$ cat config.mk
export PLATFORM = sky130hd
export DESIGN_NAME = idu_queue
export DESIGN_NICKNAME = d
export VERILOG_FILES = /design/src/rtl/idu_queue_pkg.sv /design/src/rtl/idu_queue_decode.sv /design/src/rtl/idu_queue.sv
export SDC_FILE = /design/constraint.sdc
export NUM_CORES = 1
export LEC_CHECK = 0
export CAP_MARGIN = 20
export CORE_MARGIN = 10
export CORE_UTILIZATION = 25
export CTS_CLUSTER_SIZE = 40
export DETAILED_ROUTE_END_ITERATION = 6
export GPL_TIMING_DRIVEN = 0
export PLACE_DENSITY = 0.53
export SETUP_SLACK_MARGIN = 0.1
export SYNTH_ARGS = -nofsm -noshare
export SYNTH_HDL_FRONTEND = slang
export SYNTH_SLANG_ARGS = --single-unit
export TNS_END_PERCENT = 100
$ cat constraint.sdc
create_clock -name clock -period 7.7 [get_ports clock]
set_input_delay 1.54 -clock clock [delete_from_list [all_inputs] [get_ports clock]]
set_output_delay 1.54 -clock clock [all_outputs]
set_load 0.02 [all_outputs]
$ cat src/rtl/idu_queue_pkg.sv
// rtl/idu_queue_pkg.sv - shared opcode, funct and decoded-field constants for the decode stage
package idu_queue_pkg;

    localparam int REG_A_END     = 4;
    localparam int ALU_OP_END    = 3;
    localparam int COM_OP_END    = 2;
    localparam int INST_TYPE_END = 6;

    localparam logic [6:0] OP_LOAD     = 7'b0000011;
    localparam logic [6:0] OP_STORE    = 7'b0100011;
    localparam logic [6:0] OP_CALC_IMM = 7'b0010011;
    localparam logic [6:0] OP_CALC_REG = 7'b0110011;
    localparam logic [6:0] OP_LUI      = 7'b0110111;
    localparam logic [6:0] OP_AUIPC    = 7'b0010111;
    localparam logic [6:0] OP_JAL      = 7'b1101111;
    localparam logic [6:0] OP_JALR     = 7'b1100111;
    localparam logic [6:0] OP_BRANCH   = 7'b1100011;
    localparam logic [6:0] OP_SYSTEM   = 7'b1110011;

    localparam logic [6:0] F7_ZERO   = 7'b0000000;
    localparam logic [6:0] F7_ALT    = 7'b0100000;
    localparam logic [6:0] F7_MULDIV = 7'b0000001;

    localparam logic [2:0] F3_ADD = 3'b000;
    localparam logic [2:0] F3_SLL = 3'b001;
    localparam logic [2:0] F3_SR  = 3'b101;

    localparam logic [ALU_OP_END:0] ALU_OP_ADD = 4'b0000;
    localparam logic [ALU_OP_END:0] ALU_OP_RHS = 4'b1111;
    localparam logic [COM_OP_END:0] COM_OP_ONE = 3'b010;

    // Instruction class; the low three inst_type bits carry class-specific detail.
    typedef enum logic [3:0] {
        INST_NONE   = 4'd0,
        INST_IMM    = 4'd1,
        INST_REG    = 4'd2,
        INST_LOAD   = 4'd3,
        INST_STORE  = 4'd4,
        INST_UPP    = 4'd5,
        INST_AUIPC  = 4'd6,
        INST_JUMP   = 4'd7,
        INST_JUMPR  = 4'd8,
        INST_BRANCH = 4'd9,
        INST_SYSTEM = 4'd10
    } inst_class_e;

endpackage

$ cat src/rtl/idu_queue_decode.sv
// rtl/idu_queue_decode.sv - combinational RV32I(+M) decoder
module idu_decode
    import idu_queue_pkg::*;
#(
    parameter int XLEN     = 32,
    parameter int ENABLE_M = 1
) (
    input  logic [31:0]            inst,
    output logic [REG_A_END:0]     rd,
    output logic [REG_A_END:0]     rs1,
    output logic [REG_A_END:0]     rs2,
    output logic [XLEN-1:0]        imm,
    output logic [ALU_OP_END:0]    alu_op,
    output logic [COM_OP_END:0]    com_op,
    output logic [3:0]             md_op,
    output logic [INST_TYPE_END:0] inst_type,
    output logic                   illegal
);

    logic [6:0]      opcode;
    logic [2:0]      funct3;
    logic [6:0]      funct7;
    logic [XLEN-1:0] imm_i;
    logic [XLEN-1:0] imm_s;
    logic [XLEN-1:0] imm_b;
    logic [XLEN-1:0] imm_u;
    logic [XLEN-1:0] imm_j;
    logic            bad;

    assign opcode = inst[6:0];
    assign funct3 = inst[14:12];
    assign funct7 = inst[31:25];
    assign rd     = inst[11:7];
    assign rs1    = inst[19:15];
    assign rs2    = inst[24:20];

    // Signed casts widen from inst bit 31 to XLEN.
    assign imm_i = XLEN'($signed(inst[31:20]));
    assign imm_s = XLEN'($signed({inst[31:25], inst[11:7]}));
    assign imm_b = XLEN'($signed({inst[31], inst[7], inst[30:25], inst[11:8], 1'b0}));
    assign imm_u = XLEN'($signed({inst[31:12], 12'b0}));
    assign imm_j = XLEN'($signed({inst[31], inst[19:12], inst[20], inst[30:21], 1'b0}));

    // Field decode; any illegal encoding collapses every field back to its default.
    always_comb begin
        bad       = 1'b0;
        imm       = '0;
        alu_op    = ALU_OP_ADD;
        com_op    = COM_OP_ONE;
        md_op     = 4'b0000;
        inst_type = '0;
        case (opcode)
            OP_CALC_IMM: begin
                imm       = imm_i;
                alu_op    = {inst[30] & (funct3 == F3_SR), funct3};
                inst_type = {INST_IMM, 3'b000};
                if (funct3 == F3_SLL && funct7 != F7_ZERO)
                    bad = 1'b1;
                if (funct3 == F3_SR && funct7 != F7_ZERO && funct7 != F7_ALT)
                    bad = 1'b1;
            end
            OP_CALC_REG: begin
                inst_type = {INST_REG, 3'b000};
                if (funct7 == F7_ZERO)
                    alu_op = {1'b0, funct3};
                else if (funct7 == F7_ALT && (funct3 == F3_ADD || funct3 == F3_SR))
                    alu_op = {1'b1, funct3};
                else if (funct7 == F7_MULDIV && ENABLE_M != 0)
                    md_op = {1'b1, funct3};
                else
                    bad = 1'b1;
            end
            OP_LOAD: begin
                imm       = imm_i;
                inst_type = {INST_LOAD, funct3};
            end
            OP_STORE: begin
                imm       = imm_s;
                inst_type = {INST_STORE, funct3};
            end
            OP_LUI: begin
                imm       = imm_u;
                alu_op    = ALU_OP_RHS;
                inst_type = {INST_UPP, 3'b000};
            end
            OP_AUIPC: begin
                imm       = imm_u;
                inst_type = {INST_AUIPC, 3'b000};
            end
            OP_JAL: begin
                imm       = imm_j;
                inst_type = {INST_JUMP, 3'b000};
            end
            OP_JALR: begin
                imm       = imm_i;
                inst_type = {INST_JUMPR, 3'b000};
            end
            OP_BRANCH: begin
                imm       = imm_b;
                com_op    = funct3;
                inst_type = {INST_BRANCH, 3'b000};
            end
            OP_SYSTEM: begin
                imm       = imm_i;
                alu_op    = {funct3[0], funct3[1], 2'b10};
                inst_type = {INST_SYSTEM, funct3[2], 1'b0, |funct3[1:0]};
            end
            default: bad = 1'b1;
        endcase
        if (inst[1:0] != 2'b11)
            bad = 1'b1;
        if (bad) begin
            imm       = '0;
            alu_op    = ALU_OP_ADD;
            com_op    = COM_OP_ONE;
            md_op     = 4'b0000;
            inst_type = '0;
        end
        illegal = bad;
    end

endmodule

$ cat src/rtl/idu_queue.sv
// rtl/idu_queue.sv - decode stage with a DEPTH-entry decoded-instruction queue
module idu_queue
    import idu_queue_pkg::*;
#(
    parameter int XLEN     = 32,
    parameter int DEPTH    = 2,
    parameter int ENABLE_M = 1
) (
    input  logic                   clock,
    input  logic                   reset,
    input  logic                   flush,
    input  logic                   in_valid,
    output logic                   in_ready,
    input  logic [31:0]            in_inst,
    input  logic [XLEN-1:0]        in_pc,
    output logic                   out_valid,
    input  logic                   out_ready,
    output logic [XLEN-1:0]        out_pc,
    output logic [REG_A_END:0]     rd,
    output logic [REG_A_END:0]     rs1,
    output logic [REG_A_END:0]     rs2,
    output logic [XLEN-1:0]        imm,
    output logic [ALU_OP_END:0]    alu_op,
    output logic [COM_OP_END:0]    com_op,
    output logic [3:0]             md_op,
    output logic [INST_TYPE_END:0] inst_type,
    output logic                   illegal
);

    localparam int PTR_W = (DEPTH > 1) ? $clog2(DEPTH) : 1;
    localparam int CNT_W = $clog2(DEPTH) + 1;
    localparam int REC_W = 2 * XLEN + 3 * (REG_A_END + 1) + (ALU_OP_END + 1)
                         + (COM_OP_END + 1) + 4 + (INST_TYPE_END + 1) + 1;

    logic [REG_A_END:0]     d_rd;
    logic [REG_A_END:0]     d_rs1;
    logic [REG_A_END:0]     d_rs2;
    logic [XLEN-1:0]        d_imm;
    logic [ALU_OP_END:0]    d_alu_op;
    logic [COM_OP_END:0]    d_com_op;
    logic [3:0]             d_md_op;
    logic [INST_TYPE_END:0] d_inst_type;
    logic                   d_illegal;

    logic [REC_W-1:0] mem [DEPTH];
    logic [REC_W-1:0] in_rec;
    logic [REC_W-1:0] head;
    logic [PTR_W-1:0] wr_ptr;
    logic [PTR_W-1:0] rd_ptr;
    logic [CNT_W-1:0] count;
    logic             push;
    logic             pop;

    idu_decode #(
        .XLEN     (XLEN),
        .ENABLE_M (ENABLE_M)
    ) u_decode (
        .inst      (in_inst),
        .rd        (d_rd),
        .rs1       (d_rs1),
        .rs2       (d_rs2),
        .imm       (d_imm),
        .alu_op    (d_alu_op),
        .com_op    (d_com_op),
        .md_op     (d_md_op),
        .inst_type (d_inst_type),
        .illegal   (d_illegal)
    );

    function automatic logic [PTR_W-1:0] ptr_next(input logic [PTR_W-1:0] p);
        return (p == PTR_W'(DEPTH - 1)) ? '0 : p + 1'b1;
    endfunction

    assign in_ready  = (count != CNT_W'(DEPTH));
    assign out_valid = (count != '0);
    assign push      = in_valid & in_ready & ~flush;
    assign pop       = out_valid & out_ready;

    assign in_rec = {in_pc, d_rd, d_rs1, d_rs2, d_imm, d_alu_op, d_com_op,
                     d_md_op, d_inst_type, d_illegal};
    assign head   = out_valid ? mem[rd_ptr] : '0;
    assign {out_pc, rd, rs1, rs2, imm, alu_op, com_op, md_op, inst_type, illegal} = head;

    // Pointer and occupancy bookkeeping; reset and flush both empty the queue.
    always_ff @(posedge clock) begin
        if (reset || flush) begin
            wr_ptr <= '0;
            rd_ptr <= '0;
            count  <= '0;
        end else begin
            if (push)
                wr_ptr <= ptr_next(wr_ptr);
            if (pop)
                rd_ptr <= ptr_next(rd_ptr);
            case ({push, pop})
                2'b10:   count <= count + 1'b1;
                2'b01:   count <= count - 1'b1;
                default: count <= count;
            endcase
        end
    end

    // Decoded record storage; contents are don't-care until counted valid.
    always_ff @(posedge clock) begin
        if (push)
            mem[wr_ptr] <= in_rec;
    end

endmodule

## After elaboration in Yosys (flattened, before gate mapping)

Memories as Yosys holds them, arrays and structs flattened. A register that Yosys moved wholly into a read port is not among the register bits.
Index checks and enable logic that the tools add are counted.

| storage, ports and cells | value |
|---|---|
| register bits after elaboration | 4 |
| bits in writable memories | 196 |
| bits of input ports | 69 |
| output and inout port bits | 100 |
| word-level logic and storage cells | 77 |
| memories kept | 1 |

Memory list:

| name | words | bits a word | read ports | clocked after Yosys merged registers in | write ports | line | text |
|---|---|---|---|---|---|---|---|
| mem | 2 | 98 | 1 | 1 | 1 | idu_queue.sv:45 | `logic [REC_W-1:0] mem [DEPTH];` |

| cells by class | value |
|---|---|
| add/subtract/negate cells | 4 |
| eq/ne operators | 19 |
| mux-type cells | 30 |
| bitwise gates (word level) | 5 |
| reduce and logical (&&, ||, !) cells | 15 |

Operators with widths:

| kind | count |
|---|---|
| case mux 32 bit (5 select lines) | 1 |
| two-way mux 98 bit | 1 |
| case mux 7 bit (10 select lines) | 1 |
| two-way mux 32 bit | 1 |
| two-way mux 4 bit | 8 |
| == test 7 x 6 -> 1 bit (second input constant) | 4 |
| == test 7 bit (second input constant) | 4 |
| case mux 4 bit (4 select lines) | 1 |
| == test 7 x 5 -> 1 bit (second input constant) | 2 |
| two-way mux 1 bit | 12 |
| OR reduction 8 bit | 1 |
| == test 7 x 1 -> 1 bit (second input constant) | 1 |
| == test 7 x 2 -> 1 bit (second input constant) | 1 |
| zero test 7 bit | 1 |
| two-way mux 7 bit | 1 |
| inequality test 7 x 6 -> 1 bit (second input constant) | 1 |
| nonzero test 7 bit | 1 |
| two-way mux 3 bit | 2 |
| bitwise AND 1 bit | 4 |
| logical AND 1 bit | 4 |
| inequality test 2 bit (second input constant) | 2 |
| case mux 2 bit (2 select lines) | 1 |
| nonzero test 2 bit | 2 |
| OR reduction 2 bit | 2 |
| 12 further kinds | 14 |

## Depth between registers and ports, before layout

Gate-level depths: netlist (run 1).

| depth | value |
|---|---|
| word-level depth | 8 |
| mapped depth | 8 |
| mapped depth without buffers | 8 |

## Cells and area by module

Synthesis (run 1) repeated with hierarchy kept, for this count alone.

| second synthesis, totals | value |
|---|---|
| cells, all modules | 657 |
| area, all modules | 8897.3 µm² |

By module, submodules not included:

| module | times used | cells each | area an instance (µm²) | sequential area each (µm²) |
|---|---|---|---|---|
| idu_queue | 1 | 441 | 7571.0 | 5985.7 |
| idu_decode | 1 | 216 | 1326.3 | 0.0 |

## Worst setup path after synthesis (run 1)

Ideal clock, no wire load.

| timing path | value |
|---|---|
| path type | input port to flip-flop |
| start | in flush |
| end | mem mem[0][0] (netlist name) (enable) |
| library setup time | 556 ps |
| data arrival time | 5874 ps |
| data required time | 7144 ps |
| slack | 1270 ps |
| stages | 2 |
| path buffers | 0 |
| cells stage by stage | nand3b_1 -> nor2_1 |

| between the ends | value |
|---|---|
| longest elaborated chain between the ends | 4 |

RTL lines:

| item | line | text |
|---|---|---|
| start, declared | idu_queue.sv:11 | `input logic flush,` |
| NOT 1 bit | idu_queue.sv:76 | `assign push = in_valid & in_ready & ~flush;` |
| bitwise AND 1 bit | idu_queue.sv:76 |  |
| two-way mux 1 bit | idu_queue.sv:105 | `if (push)` |
| two-way mux 1 bit (not written as such) | idu_queue.sv:106 | `mem[wr_ptr] <= in_rec;` |
| end, declared | idu_queue.sv:45 |  |

No other way between the ends.

## Worst setup path after layout (run 1)

| timing path | value |
|---|---|
| start | reg count[0] |
| end | out out_pc[20] |

| between the ends | value |
|---|---|
| longest elaborated chain between the ends | 2 |

RTL lines:

| item | line | text |
|---|---|---|
| start, declared | idu_queue.sv:50 | `logic [CNT_W-1:0] count;` |
| start signal, assigned | idu_queue.sv:96 | `2'b10: count <= count + 1'b1;` |
| start signal, assigned | idu_queue.sv:97 | `2'b01: count <= count - 1'b1;` |
| start signal, assigned | idu_queue.sv:98 | `default: count <= count;` |
| nonzero test 2 bit | idu_queue.sv:75 | `assign out_valid = (count != '0);` |
| two-way mux 98 bit | idu_queue.sv:81 | `assign head = out_valid ? mem[rd_ptr] : '0;` |
| end, declared | idu_queue.sv:18 | `output logic [XLEN-1:0] out_pc,` |

No other way between the ends.

==> metrics.md, run 1 <==
| Metric | Value |
|---|---|
| Vias per cell | between 4 and 5 |
| Postcts setup bufs | 0 |
| Antenna Nets Post-Route | 0 |
| P per Cell Area | roughly 210 nW/um^2 |
| #FFs+latches synth | 201 |
| Status | completed |
| Slew @ Worst Pin | 993 ps |
| Clock sinks | 201 |
| Synth warn | 0 |
| Asr flop ratio synth | 0% |
| Peak VDD IR | roughly 0.12 mV |
| RSZ-0062 raised after global routing | false |
| End-of-flow core utilization | between 30 and 40% |
| Vias in the first global route | between 5k and 6k |
| Clock buffer depth | 3 |
| Initial core utilization | 25.4% |
| Antenna violations before repair | 1 |
| Placer congestion estimate | 0.788 |
| DIE AREA | 43100 um^2 |
| Io pins | approximately 170 |
| Crit end category | output pin |
| Hold buffer count at cts | 0 |
| Remaining DRCs | 0 |
| Mapped Cells | approximately 620 |
| Final setup violating endpoints | 0 |
| Ant diodes | 0 |
| Root buffer selected by CTS | clkbuf_16 |
| Data arrival time of the critical path | just under 3000 ps |
| Worst Setup Path Type | register to output pin |
| Max-cap viol count | 0 |
| Clock transition at the registers of the reported paths | 50 ps |
| Layout cells sized above 1 | 11.0% |
| Mapped Avg Cell Area | 14.1 um^2 |
| Final Hold Fails | 0 |
| Max-slew violation count | 0 |
| Chip height | 208 um |
| CTS resizes | 0 |
| Yosys cell types | 53 |
| TritonCTS clock tree | done |
| Most frequent cell after synthesis | edfxtp_1 |
| Synth Cell Area | 8790 um^2 |
| Synth Flop Type | edfxtp_1 |
| Pre-antenna DRT Iters | 5 |
| Core area | 34600 um^2 |
| Post-synth EDFFs | 196 |
| Tmin final | about 4400 ps |
| CTS Buf Count | 24 |
| Grt total ovfl | 0 |
| Tot GR Track Use | 10.7% |
| Post-synthesis sequential area ratio | ~68% |
| Commonest cells post-synth | edfxtp_1, nor2_1, mux2i_1 |
| Final Routed Wirelength | roughly 24000 um |
| Dominant cell type by area after synthesis | edfxtp_1 |
| Worst-path maximum fanout | 10 |
| Placed Area | 11200 um^2 |
| Static Leak | 0.00360 uW |
| Starting DRC count in detailed routing | 215 |
| H-tree depth | 1 |
| Syn_nets | 692 |
| Horiz. Die Dim | 208 um |
| Slew headroom | between 30% and 40% |
| Synth top area share | 66.9% |
| Area grow syn2layout | 35.9% |
| Fin nets | 891 |
| FILL cells | 3367 |
| Design Area, Final | 11900 um^2 |
| Critical Path RT | 6160 ps |
| Inst Count DP | 1249 |
| Worst skew pair latency | 510 ps |
| Buffers on Ports | 164 |
| Critical path startpoint category | register |
| WL/cell | ~19 um |
| Area of the multi-input gates | 2600 um^2 |
| Clock Skew | approximately 8.1 ps |
| Largest net degree at the start of global routing | 26 |
| Post-detail-place hpwl | 17800 um |
| First-pass GRT wire length | 36100 um |
| Max Clock Freq | 225 MHz |
| Non-Filler Instances | 1293 |
| Vias | 5674 |
| Area contributors post-synth | edfxtp_1, mux2i_1, nor2_1 |
| Tcrit/Tclk final | 57.7% |
| Register Area | 5990 um^2 |
| Num rows | 68 |
| Worst Hold Class | register to register |
-- state kept, by name, indices dropped and copies added, names as in the netlist, named ones only --
signal,flops
rd_ptr,1
count,2
wr_ptr,1
mem,196
-- placed cells by master, fill, tap and decap left out, types with 3 or more instances in the layout --
cell type / synthesis / layout
nor2_1: 113 / 111
a22oi_1: 4 / 4
nand3_1: 3 / 3
buf_16: 0 / 4
buf_1: 3 / 3
xnor2_1: 6 / 6
clkdlybuf4s50_1: 0 / 164
nor4_1: 3 / 3
clkbuf_16: 0 / 25
nand2_1: 14 / 14
clkinv_1: 0 / 4
inv_1: 4 / 4
edfxtp_1: 196 / 196
clkbuf_1: 19 / 26
mux2i_1: 99 / 99
buf_12: 0 / 4
nor2b_1: 5 / 5
xor2_1: 3 / 3
and3_1: 7 / 7
buf_4: 3 / 4
buf_2: 12 / 12
and2_1: 13 / 13
nor3_2: 20 / 20
clkinv_2: 0 / 4
o21ai_0: 6 / 6
nor3_1: 13 / 13
buf_6: 4 / 4
dfxtp_1: 5 / 5
a21oi_1: 27 / 27
-- critical path: stages, from the launching register on --
cell             delay, ps
dfxtp_1                340
nor2_1                 260
buf_4                  260
clkbuf_1               430
buf_1                  430
nor2_1                 110
clkdlybuf4s50_1        560
-- power breakdown --
part | switching (uW) | total [uW] | internal (uW)
sequential | 5.21 | 1230 | 1220
clock | 427 | 1050 | 624
combinational | 116 | 204 | 87.3
-- metal layers --
metal	global-route usage (%)	part of all wire, %	vias to the layer above
li1	-	-	2705
met1	13.2	43	2780
met2	18.1	49	153
met3	2.51	6.4	34
met4	2.89	1.8	2
met5	0	0.041	-
-- cells by family (layout without fill, tap and decap cells) --
group                    count (synthesis)  count (layout)  share of synthesized area [%]
AND/OR/NAND/NOR                        209             209                           12.6
flip-flops                             201             201                           68.1
multiplexers                           100             100                           11.4
AO/OA/AOI/OAI                           57              57                           4.37
buffers and inverters                   45             261                           2.56
XOR/XNOR                                 9               9                          0.897
adder cells (fa/ha/maj)                  1               1                          0.142
-- area by class of cell --
cell class	instances	share of cell area, %
Buffer	41	1.76
Clock buffer	32	5.46
Clock inverter	11	0.670
Inverter	4	0.126
Multi-Input combinational cell	376	21.7
Sequential cell	201	50.1
Tap cell	455	4.76
Timing Repair Buffer	173	15.4
-- metrics by stage --
step / hold slack [ps] / setup TNS (ps) / power (uW) / setup WS [ps]
3_3_place_gp: 539 / -459060 / 1450 / -2360
6_report: 550 / 0 / 2480 / 3250
3_5_place_dp: 545 / 0 / 1460 / 3300
5_1_grt: 584 / 0 / 2580 / 3000
2_1_floorplan: 518 / 0 / 1350 / 1270
4_1_cts: 556 / 0 / 2520 / 2750
-- path summary, 6_finish.rpt --
path | startpoint | endpoint | slack (ps) | depth (start not counted)
worst min-delay path | rd_ptr | register | 550 | 2
worst max-delay path | count[0] | out_pc[20] | 3250 | 6
worst max register to register | count[0] | mem[0][38] | 5500 | 5
worst min register to register | rd_ptr | register | 550 | 2
(Power assumes the default switching activity.)
==> run 2, diff against run 1 <==
clock period = 4.65 ns   (was 7.7 ns; I/O delays follow)
==> results of run 2 <==
The final DEF is identical to that of run 1. Status: completed.
Among the figures that moved: setup slack after placement 3300 ps -> 856 ps; setup slack after layout 3250 ps -> 813 ps; register-to-register setup slack 5500 ps -> 2450 ps; total power 2480 uW -> 4110 uW; worst IR drop on VDD 0.123 mV -> 0.204 mV
==> RTL change, RTL diff (settings of run 2) <==
`ENABLE_M` is set to 1 in 2 places; all go to 0.
--- a/src/rtl/idu_queue_decode.sv
+++ b/src/rtl/idu_queue_decode.sv
@@ -3,7 +3,7 @@
     import idu_queue_pkg::*;
 #(
     parameter int XLEN     = 32,
-    parameter int ENABLE_M = 1
+    parameter int ENABLE_M = 0
 ) (
     input  logic [31:0]            inst,
     output logic [REG_A_END:0]     rd,
--- a/src/rtl/idu_queue.sv
+++ b/src/rtl/idu_queue.sv
@@ -4,7 +4,7 @@
 #(
     parameter int XLEN     = 32,
     parameter int DEPTH    = 2,
-    parameter int ENABLE_M = 1
+    parameter int ENABLE_M = 0
 ) (
     input  logic                   clock,
     input  logic                   reset,
Check against the original RTL: not equivalent (Yosys sat finds a counterexample within 4 cycles, from zero or initial values).
==> RTL change against run 2 <==
Routed wire length is 2.5% lower; first-iteration DRC count grew 45%; sequential cell count down 8; final area down 6.9%; synthesized cell count shrank 2.9%; area after synthesis decreased by 6.0%; highest routed layer unchanged; worst setup slack lost 0.21 ns; critical path type unchanged; sequential share of layout area rose by 1.6 points; largest power group unchanged; total power shrank 11%.
==> RTL change: results (changes against run 2) <==
Hold path
  – Hold/Removal Path Class: flop to flop (unchanged)

GRT
  – Maximum number of pins on one net before global-route repair: 30 (was 26)
  – Global-route wire length before repair: 35,300 µm (was 36,100 µm)
  – Vias in the first global route: 5,540 (was 5,790)
  – Tot GR Track Use: 11.5% (was 10.7%)
  – Antenna violations before repair: 1 (unchanged)

Setup path
  – Register-to-register setup slack: 2.43 ns (was 2.45 ns)
  – Worst Setup SP: count[0]$_SDFFE_PP0P_ (unchanged)
  – R2r endpoint: mem[1][49]$_DFFE_PP_ (was mem[0][38]$_DFFE_PP_)
  – Critical Path RT: 3.72 ns (about the same)
  – R2R depth: 4 (was 5)
  – Worst-path maximum fanout: 10 (unchanged)
  – Worst setup path end: rs2[4] (was out_pc[20])

Final layout
  – Fin cells: 1,245 (was 1,293)
  – Ant. Diodes: 0 (unchanged)
  – Post-route cell area: 11,100 µm² (was 11,900 µm²)
  – Biggest regs: mem x188, count x2 (was mem x196, count x2)
  – Layout Nets: 861 (was 891)
  – Layout cells sized above 1: 8.09% (was 11.0%)
  – FILL cells: 3,239 (was 3,367)

Yosys
  – Synth top area cells: edfxtp_1 68%, mux2i_1 11%, nor2_1 5.5% (was edfxtp_1 67%, mux2i_1 11%, nor2_1 4.8%)
  – List of most frequent post-synthesis cells: 188 x edfxtp_1, 122 x nor2_1, 94 x mux2i_1 (was 196 x edfxtp_1, 113 x nor2_1, 99 x mux2i_1)
  – Post-synth ARST share: 0% (unchanged)
  – Seq/Total Area, Yosys: 69.5% (was 68.1%)
  – Ys Warns: 0 (unchanged)
  – Post-synth EDFFs: 188 (was 196)
  – Mapped Cells: 604 (was 622)
  – Count of different cell masters after synthesis: 51 (was 53)

Placement
  – Gp weighted congestion: 0.796 (was 0.788)
  – Port bufs: 159 (was 164)
  – Detail Placement HPWL: 17,000 µm (was 17,800 µm)

Routing
  – Vias per cell: 4.38 (was 4.39)
  – Post-detailed-routing wire length: 23,600 µm (was 24,300 µm)
  – DRT Pass-1 Iters: 4 (was 5)
  – Starting DRT DRC Count: 312 (was 215)

Clock tree
  – Clock Tree Root: clkbuf_16 (unchanged)
  – Num CTS Buffers: 17 (was 24)
  – Clock tree buffer depth: 2 (was 3)
  – Clk Latency, worst-skew pair: 0.43 ns (was 0.51 ns)
  – H-tree depth: 4 (was 1)
  – Post_cts resized: 0 (unchanged)
  – Post CTS Setup Buffer Count: 0 (unchanged)
  – Reg clk slew, reported paths: 0.07 ns (was 0.05 ns)

Power and ir drop
  – P_leak: 3.37 nW (was 3.60 nW)
  – Worst VDD drop: 266 µV (was 204 µV)

STA
  – Slew headroom: 38.4% (was 33.3%)
  – Worst Clk Skew: 0.0106 ns (was 0.00807 ns)
  – Final setup fails: 0 (unchanged)

Status
  – Status: completed (unchanged)
## RTL change: cell count changes in the layout (fill, tap and decap cells not counted), sizes merged, moves of 4 or more
cell	before	now
inv	4	14
conb	0	4
nand2	16	38
clkbuf	51	31
nor2	113	122
clkdlybuf4s50	164	159
nor3	33	5
mux2i	99	94
and2	13	3
edfxtp	196	188
clkinv	8	4
## RTL change: where the power goes
part	switching, mW	internal (mW)	leakage (nW)
clock network	0.695	0.701	0.262
logic	0.176	0.135	1.35
registers	0.00846	1.94	1.76
## RTL change: layout make-up
type                       count  area share, %
buffer                        41           1.80
clock inverter                14           1.10
tap                          442           4.97
timing repair buffer         165           15.5
multi-input combinational    366           20.9
sequential                   193           51.7
inverter                       7          0.236
clock buffer                  17           3.83
## RTL change: per-layer routing
layer  global-route usage (%)  wire length [µm]
met4                     2.95               236
met5                        0                13
met2                     18.3             11200
met1                     14.8             10700
met3                     3.71              1480
## RTL change: worst min path at each step
stage	cells past startpoint	to	slack (ns)	startpoint
floorplan	2	flop	0.52	rd_ptr$_SDFFE_PP0P_
CTS	2	flop	0.57	rd_ptr$_SDFFE_PP0P_
global route	2	flop	0.60	rd_ptr$_SDFFE_PP0P_
finish	2	count[1]$_SDFFE_PP0P_	0.57	count[1]$_SDFFE_PP0P_
detailed placement	2	flop	0.55	rd_ptr$_SDFFE_PP0P_
global placement	2	rd_ptr$_SDFFE_PP0P_	0.54	rd_ptr$_SDFFE_PP0P_
## RTL change: cell families after synthesis
family                     Yosys count  synth area share (%)
AOI/OAI and AO/OA                   57                  4.27
xor gates and xnor gates             7                 0.742
adders and majority gates            2                 0.272
buffers and inverters               48                  2.74
DFF                                193                  69.5
muxes                               95                  11.5
other                                1                0.0454
and+or+nand+nor                    201                  10.9
## RTL change: metrics by stage
| step | setup TNS (ns) | power (mW) | setup slack, ns | hold slack, ns |
|---|---|---|---|---|
| after floorplan | -187.44 | 2.14 | -0.997 | 0.518 |
| after global placement | -865.11 | 2.30 | -4.62 | 0.538 |
| after detailed placement | 0 | 2.30 | 0.907 | 0.552 |
| after CTS | 0 | 3.71 | 0.416 | 0.569 |
| after global routing | 0 | 3.80 | 0.304 | 0.598 |
| final | 0 | 3.65 | 0.600 | 0.570 |
## RTL change: critical path, cell delays in order, from the launching register on
cell,delay (ns)
dfxtp_1,0.35
nor2_1,0.38
clkbuf_1,0.55
buf_1,0.61
nor2_1,0.21
clkdlybuf4s50_1,0.60
